`src/rtl/fact_seq_unit_if.sv`:
```
// rtl/fact_seq_unit_if.sv - host request interface for the iterative factorial engine
// Ports carried:
//   go     host -> engine  start request
//   n      host -> engine  operand
//   ack    host -> engine  result consumed (hold-until-ack mode only)
//   busy   engine -> host  engine not idle
//   done   engine -> host  result valid
//   err    engine -> host  overflow occurred (valid with done)
//   result engine -> host  n! modulo 2^WIDTH
interface fact_seq_unit_if #(
  parameter int WIDTH  = 32,
  parameter int NWIDTH = 4
);
  logic              go;
  logic [NWIDTH-1:0] n;
  logic              ack;
  logic              busy;
  logic              done;
  logic              err;
  logic [WIDTH-1:0]  result;

  modport master (
    output go, n, ack,
    input  busy, done, err, result
  );

  modport slave (
    input  go, n, ack,
    output busy, done, err, result
  );
endinterface

```
`src/rtl/fact_seq_unit.sv`:
```
// rtl/fact_seq_unit.sv - parametrised iterative factorial engine with sticky overflow
// Ports:
//   Clk  system clock, rising edge
//   Rst  asynchronous active-low reset
//   bus  fact_seq_unit_if slave: go/n/ack in, busy/done/err/result out
// Parameters:
//   WIDTH    result/product width
//   NWIDTH   operand width (1..WIDTH)
//   ACK_MODE 0: done is a one-cycle pulse; 1: done/result held until ack
module fact_seq_unit #(
  parameter int WIDTH    = 32,
  parameter int NWIDTH   = 4,
  parameter int ACK_MODE = 0
) (
  input  logic         Clk,
  input  logic         Rst,
  fact_seq_unit_if.slave bus
);

  typedef enum logic [2:0] {
    IDLE = 3'd0,
    LOAD = 3'd1,
    TEST = 3'd2,
    MULT = 3'd3,
    DONE = 3'd4
  } state_t;

  state_t            state;
  logic [NWIDTH-1:0] cnt;
  logic [WIDTH-1:0]  prod;
  logic              ovf;
  logic              busy_q;
  logic              done_q;
  logic              err_q;
  logic [WIDTH-1:0]  result_q;

  // Full-width product so bits above WIDTH can be inspected for overflow.
  logic [WIDTH+NWIDTH-1:0] full;
  assign full = {{NWIDTH{1'b0}}, prod} * {{WIDTH{1'b0}}, cnt};

  // Outputs are registered alongside the state transition so they always
  // reflect the state being entered.
  always_ff @(posedge Clk or negedge Rst) begin
    if (!Rst) begin
      state    <= IDLE;
      cnt      <= '0;
      prod     <= '0;
      ovf      <= 1'b0;
      busy_q   <= 1'b0;
      done_q   <= 1'b0;
      err_q    <= 1'b0;
      result_q <= '0;
    end else begin
      done_q <= 1'b0;
      err_q  <= 1'b0;
      busy_q <= 1'b1;
      case (state)
        IDLE: begin
          if (bus.go) begin
            state <= LOAD;
            cnt   <= bus.n;
          end else begin
            busy_q <= 1'b0;
          end
        end
        LOAD: begin
          prod  <= {{(WIDTH-1){1'b0}}, 1'b1};
          ovf   <= 1'b0;
          state <= TEST;
        end
        TEST: begin
          if (cnt > {{(NWIDTH-1){1'b0}}, 1'b1}) begin
            state <= MULT;
          end else begin
            state    <= DONE;
            done_q   <= 1'b1;
            err_q    <= ovf;
            result_q <= prod;
          end
        end
        MULT: begin
          prod  <= full[WIDTH-1:0];
          ovf   <= ovf | (|full[WIDTH+NWIDTH-1:WIDTH]);
          cnt   <= cnt - {{(NWIDTH-1){1'b0}}, 1'b1};
          state <= TEST;
        end
        DONE: begin
          // A go arriving together with ack is dropped: go is only sampled in IDLE.
          if (ACK_MODE == 0 || bus.ack) begin
            state  <= IDLE;
            busy_q <= 1'b0;
          end else begin
            done_q <= 1'b1;
            err_q  <= ovf;
          end
        end
        default: begin
          state  <= IDLE;
          busy_q <= 1'b0;
        end
      endcase
    end
  end

  assign bus.busy   = busy_q;
  assign bus.done   = done_q;
  assign bus.err    = err_q;
  assign bus.result = result_q;

endmodule

```
`src/flat_wrapper.sv`:
```
// flat-port wrapper written by rule: the top's interface ports become plain ports
module fact_seq_unit_flat 
#(
  parameter int WIDTH    = 32,
  parameter int NWIDTH   = 4,
  parameter int ACK_MODE = 0
)
  (Clk, Rst, bus_go, bus_n, bus_ack, bus_busy, bus_done, bus_err, bus_result);
  fact_seq_unit_if #(.WIDTH(WIDTH), .NWIDTH(NWIDTH)) bus_i ();
  input  logic Clk;
  input  logic Rst;
  input wire logic [$bits(bus_i.go)-1:0] bus_go;
  input wire logic [$bits(bus_i.n)-1:0] bus_n;
  input wire logic [$bits(bus_i.ack)-1:0] bus_ack;
  output wire logic [$bits(bus_i.busy)-1:0] bus_busy;
  output wire logic [$bits(bus_i.done)-1:0] bus_done;
  output wire logic [$bits(bus_i.err)-1:0] bus_err;
  output wire logic [$bits(bus_i.result)-1:0] bus_result;
  assign bus_i.go = bus_go;
  assign bus_i.n = bus_n;
  assign bus_i.ack = bus_ack;
  assign bus_busy = bus_i.busy;
  assign bus_done = bus_i.done;
  assign bus_err = bus_i.err;
  assign bus_result = bus_i.result;
  fact_seq_unit #(.WIDTH(WIDTH), .NWIDTH(NWIDTH), .ACK_MODE(ACK_MODE)) u_core (.Clk(Clk), .Rst(Rst), .bus(bus_i));
endmodule
```
`config.mk`:
```
export PLATFORM = sky130hd
export DESIGN_NAME = fact_seq_unit_flat
export DESIGN_NICKNAME = d
export VERILOG_FILES = /design/src/rtl/fact_seq_unit_if.sv /design/src/rtl/fact_seq_unit.sv /design/src/flat_wrapper.sv
export SDC_FILE = /design/constraint.sdc
export NUM_CORES = 1
export LEC_CHECK = 0
export ABC_AREA = 0
export ABC_CLOCK_PERIOD_IN_PS = 3650
export BUFFER_PORTS_ARGS = -buffer_cell sky130_fd_sc_hd__buf_2
export CAP_MARGIN = 5
export CORE_MARGIN = 2
export CORE_UTILIZATION = 57
export CTS_CLUSTER_DIAMETER = 60
export DETAILED_ROUTE_END_ITERATION = 16
export PLACE_DENSITY_LB_ADDON = 0.15
export SETUP_SLACK_MARGIN = 0.2
export SLEW_MARGIN = 5
export SYNTH_ARGS = -nofsm -noshare
export SYNTH_HDL_FRONTEND = slang
export SYNTH_SLANG_ARGS = --single-unit
export TNS_END_PERCENT = 50
```
`constraint.sdc`:
```
create_clock -name Clk -period 3.65 [get_ports Clk]
set_input_delay 0.5475 -clock Clk [delete_from_list [all_inputs] [get_ports Clk]]
set_output_delay 0.5475 -clock Clk [all_outputs]
set_load 0.01 [all_outputs]
```
Yosys cells after proc, flatten, opt, wreduce, memory -nomap -nowiden
Cells that the tools add are included.
- register bits after elaboration: 75
- input bits: 8
- output and inout port bits: 35
- word-level logic and storage cells: 38
- add/sub/neg operators: 1
- $mul: 1
- magnitude comparators: 1
- equal/unequal tests: 4
- muxes and demuxes: 13
- bitwise operators: 2
- reductions and logical operators: 8
- operator list (operator ; number):
    $pmux W32 S2 ; 1
    $mul A32 B4 Y36 ; 1
    $pmux W3 S3 ; 1
    $pmux W4 S2 ; 1
    $eq A3 B2 Y1 const B ; 2
    $mux W3 ; 2
    $mux W1 ; 5
    $gt A4 B1 Y1 const B ; 1
    $mux W4 ; 1
    $pmux W1 S2 ; 2
    $reduce_and A2 Y1 ; 2
    $reduce_bool A2 Y1 ; 2
    $reduce_or A4 Y1 ; 1
    $sub A4 B1 Y4 const B ; 1
    $eq A3 B1 Y1 const B ; 1
    $logic_not A3 Y1 ; 1
    $reduce_or A3 Y1 ; 1
    $ne A2 B2 Y1 const B ; 1
    $reduce_or A2 Y1 ; 1
    $not A1 Y1 ; 1
    $or A1 B1 Y1 ; 1

Depth between registers and ports, before layout
- depth after elaboration: 4
- depth in mapped cells: 17
- mapped depth without buffers: 15

Least setup slack after synthesis
No wires, ideal clock.
- path kind: reg-to-reg
- start point: register u_core.cnt[3]
- end point: register u_core.ovf
- data arrival time: 3.908 ns
- path slack: -0.341 ns
- cell stages (with the launch flop): 18
- cells stage by stage: dfrtp_1 > clkbuf_1 > and2_1 > fa_1 > inv_1 > fa_1 > inv_1 > ha_1 > buf_6 > a211o_1 > a31o_1 > a21oi_2 > o211ai_2 > a31o_4 > nand3_2 > o21ai_2 > mux2_4 > a41oi_2
- word-level cells in the longest chain between the ends: 4
- ends and longest elaborated chain (item ; RTL line ; source):
    start, declared ; fact_seq_unit.sv:29 ; logic [NWIDTH-1:0] cnt;
    start signal, assigned ; fact_seq_unit.sv:61 ; cnt <= bus.n;
    start signal, assigned ; fact_seq_unit.sv:84 ; cnt <= cnt - {{(NWIDTH-1){1'b0}}, 1'b1};
    $mul A32 B4 Y36 ; fact_seq_unit.sv:39 ; assign full = {{NWIDTH{1'b0}}, prod} * {{WIDTH{1'b0}}, cnt};
    $reduce_or A4 Y1 ; fact_seq_unit.sv:83 ; ovf <= ovf | (|full[WIDTH+NWIDTH-1:WIDTH]);
    $or A1 B1 Y1 ; fact_seq_unit.sv:83 ;
    $pmux W1 S2 ; fact_seq_unit.sv:57 ; case (state)
    end signal, assigned ; fact_seq_unit.sv:83 ;
    end, declared ; fact_seq_unit.sv:31 ; logic ovf;
No other way between the ends.
A chain may end at the register's enable or synchronous reset.

Worst setup path after layout
Ends and elaborated chain as after synthesis.

==> metrics.txt <==
# diodes=0; Mean Syn Cell Area=8.224 um^2; clk slew on worst S/H paths=approximately 0.07 ns; dpl hpwl=13.81 mm; overall routing resource usage=0.3056; number of I/O pins=43; area leader, netlist=dfrtp_1; register area=0.001882 mm^2; Initial Utilization=0.5847; post-place setup slack=-0.5099 ns; largest net degree at the start of global routing=76; Worst-Margin Slew=between 0.9 and 1 ns; Period minus WS final=4.132 ns; CTS tree=built; FILL cells=811; max frequency=approximately 0.24 GHz; total core area=about 0.012 mm^2; Rel. slew slack=0.3374; maxcap violations=0; clk buf depth=2; Max stage delay on crit path=0.54 ns; first-pass GRT wire length=~32 mm; CP delay by family, top=compound AO/OA/AOI/OAI gates; wire per inst=17.48 um; worst skew pair latency=0.35 ns; Multi-input gate area=~0.0051 mm^2; startpoint class of the critical path=flip-flop; Congestion Overflow GR=0; Post-Syn Nets=964; P&R area growth vs syn=32.14%; Critical Path AT=between 4 and 5 ns; Yosys reg bits=75; row count=40; die height=115 um; EDFF count, synth=0; gpl congestion=0.9142; Nets=1125; PortBufs=41; Post-CTS Hold Buffers=0; post-route ant nets=0; final worst setup slack=-0.4818 ns; Post-Synthesis Cell Area=0.007023 mm^2; design area=0.009280 mm^2; fin. max-slew vios=0; DRC=0; Yosys warning total=0; buffers and inverters on the worst path=4; Die Area=around 0.013 mm^2; most common cell in the synthesized netlist=nand2_1; CP Cell Sequence=buf_6 > buf_12 > and2_4 > fa_1 > inv_2 > fa_1 > inv_2 > ha_4 > a211o_1 > a31o_4 > a211oi_4 > o21bai_2 > a211o_1 > a31oi_1 > xnor2_1 > a41oi_2; Setup-failing EPs final=20; HP Class=in -> async; initial DRC count=452; final wirelength=20.40 mm; number of H-tree levels=3; TritonRoute pass-1 iters=5; cts bufs inserted=9; clock skew=0.007354 ns; CTS sink cnt=75; Worst setup EP type=flip-flop; routed vias/inst=5.587; Hold Violations, Final=0; Root Driver=clkbuf_16; Die X-Extent=115 um; FFs w/ async S/R, synth=1.000; final worst-path cycle share=1.132; CP max stage cell=fa_1; vias in the first global route=approximately 6600; via count=around 6500; ys flop type=dfrtp_1; failing checks=setup timing; Seq/Total Area, Yosys=0.2672; Critical Path RT=3.87 ns; placed cell areas=roughly 0.0085 mm^2; layout cells sized above 1=0.3127; critical path class=reg -> reg; status=finished, violations left; top cells by area, synth=dfrtp_1 27%, fa_1 17%, nand2_1 9.9%, and2_1 8.2%, ha_1 7.5%; CP Max Fanout=5; Post-synth top cells=186 x nand2_1, 120 x inv_1, 92 x and2_1, 75 x dfrtp_1, 60 x fa_1; RSZ-0062 raised after global routing=true; synth unique cells=51; Synth top area share=0.2672; initial antenna violation count=0; Synth Instances=roughly 850
per-layer routing:
layer / GRT usage / part of all wire
met5: 0 / 0
met1: 0.4019 / 0.43
met2: 0.5090 / 0.51
met4: 0.1269 / 0.020
met3: 0.04428 / 0.046
state kept, by name (all words and copies together), names as in the netlist:
name and flops:
u_core.prod 32, u_core.cnt 4, u_core.bus.result 32, u_core.state 3, u_core.bus.done 1, u_core.bus.err 1, u_core.ovf 1, u_core.bus.busy 1
area by class of cell:
class	count	share of cell area
multi-input combinational	624	0.5505
timing repair buffer	184	0.1478
inverter	121	0.04894
sequential	75	0.2028
tap	147	0.01982
clock inverter	5	0.004045
clock buffer	11	0.02616
cell families (layout without fill, tap and decap cells):
logic type	count (synthesis)	count (layout)	synth area share
flip-flops	75	75	0.2672
AND/OR/NAND/NOR	344	344	0.2298
adder cells (fa/ha/maj)	102	102	0.2459
buffers and inverters	155	321	0.08534
multiplexers	1	1	0.002137
AO/OA/AOI/OAI	149	149	0.1347
XOR/XNOR	28	28	0.03492
final timing paths:
kind                       cells after the start                         startpoint                           endpoint  slack, ns
max                                           16          u_core.cnt[3]$_DFFE_PN0P_             u_core.ovf$_DFFE_PN0P_      -0.48
min                                            1                                Rst   u_core.bus.result[3]$_DFFE_PN0P_       0.36
max reg2reg                                   16          u_core.cnt[3]$_DFFE_PN0P_             u_core.ovf$_DFFE_PN0P_      -0.48
min reg2reg                                    2  u_core.bus.result[22]$_DFFE_PN0P_  u_core.bus.result[22]$_DFFE_PN0P_       0.47
max in group asynchronous                      1                                Rst          u_core.cnt[3]$_DFFE_PN0P_       2.61
min in group Clk                               3                             bus_go          u_core.bus.busy$_DFF_PN0_       0.45
placed cells by master (no fill, tap or decap), types with 4 or more instances in the layout:
master and instances:
a31oi_1 4, nor2_2 5, o21bai_1 5, ha_1 25, a21oi_2 14, nor2_1 17
a21oi_4 4, inv_1 103, xor2_1 15, ha_4 17, nand2_1 183, buf_2 40
clkbuf_16 9, xnor2_1 9, nor3_1 7, nand2b_1 6, a211o_1 5, and2_4 13
dfrtp_2 4, buf_4 128, nor2b_1 5, and2_1 79, inv_2 17, o21ai_0 30
a21oi_1 23, a21o_1 11, dfrtp_1 71, buf_6 12, fa_1 57, o21ai_1 17
nand3_1 14
through the flow:
stage	TNS (ns)	utilization	hold WS [ns]	std cells
final	-5.320	0.7726	0.3648	1167
after global routing	-7.867	0.7726	0.4547	1167
after CTS	-4.230	0.7427	0.4029	1156
after detailed placement	-5.020	0.7036	0.4566	1135
after global placement	-3.570	0.7036	0.4504	1135
after floorplan	-0.8379	-	0.2519	854
repair_timing:
| action | 4_1_cts | 5_1_grt |
|---|---|---|
| pin swaps | 9 | 36 |
| setup endpoints to repair | 23 | 25 |
| buffers inserted | 5 | 11 |
| cloned | 0 | 0 |
| resized for setup | 40 | 72 |
Power is not shown: default switching activity piles up to over one toggle a cycle in this logic, so the estimate is an artifact.
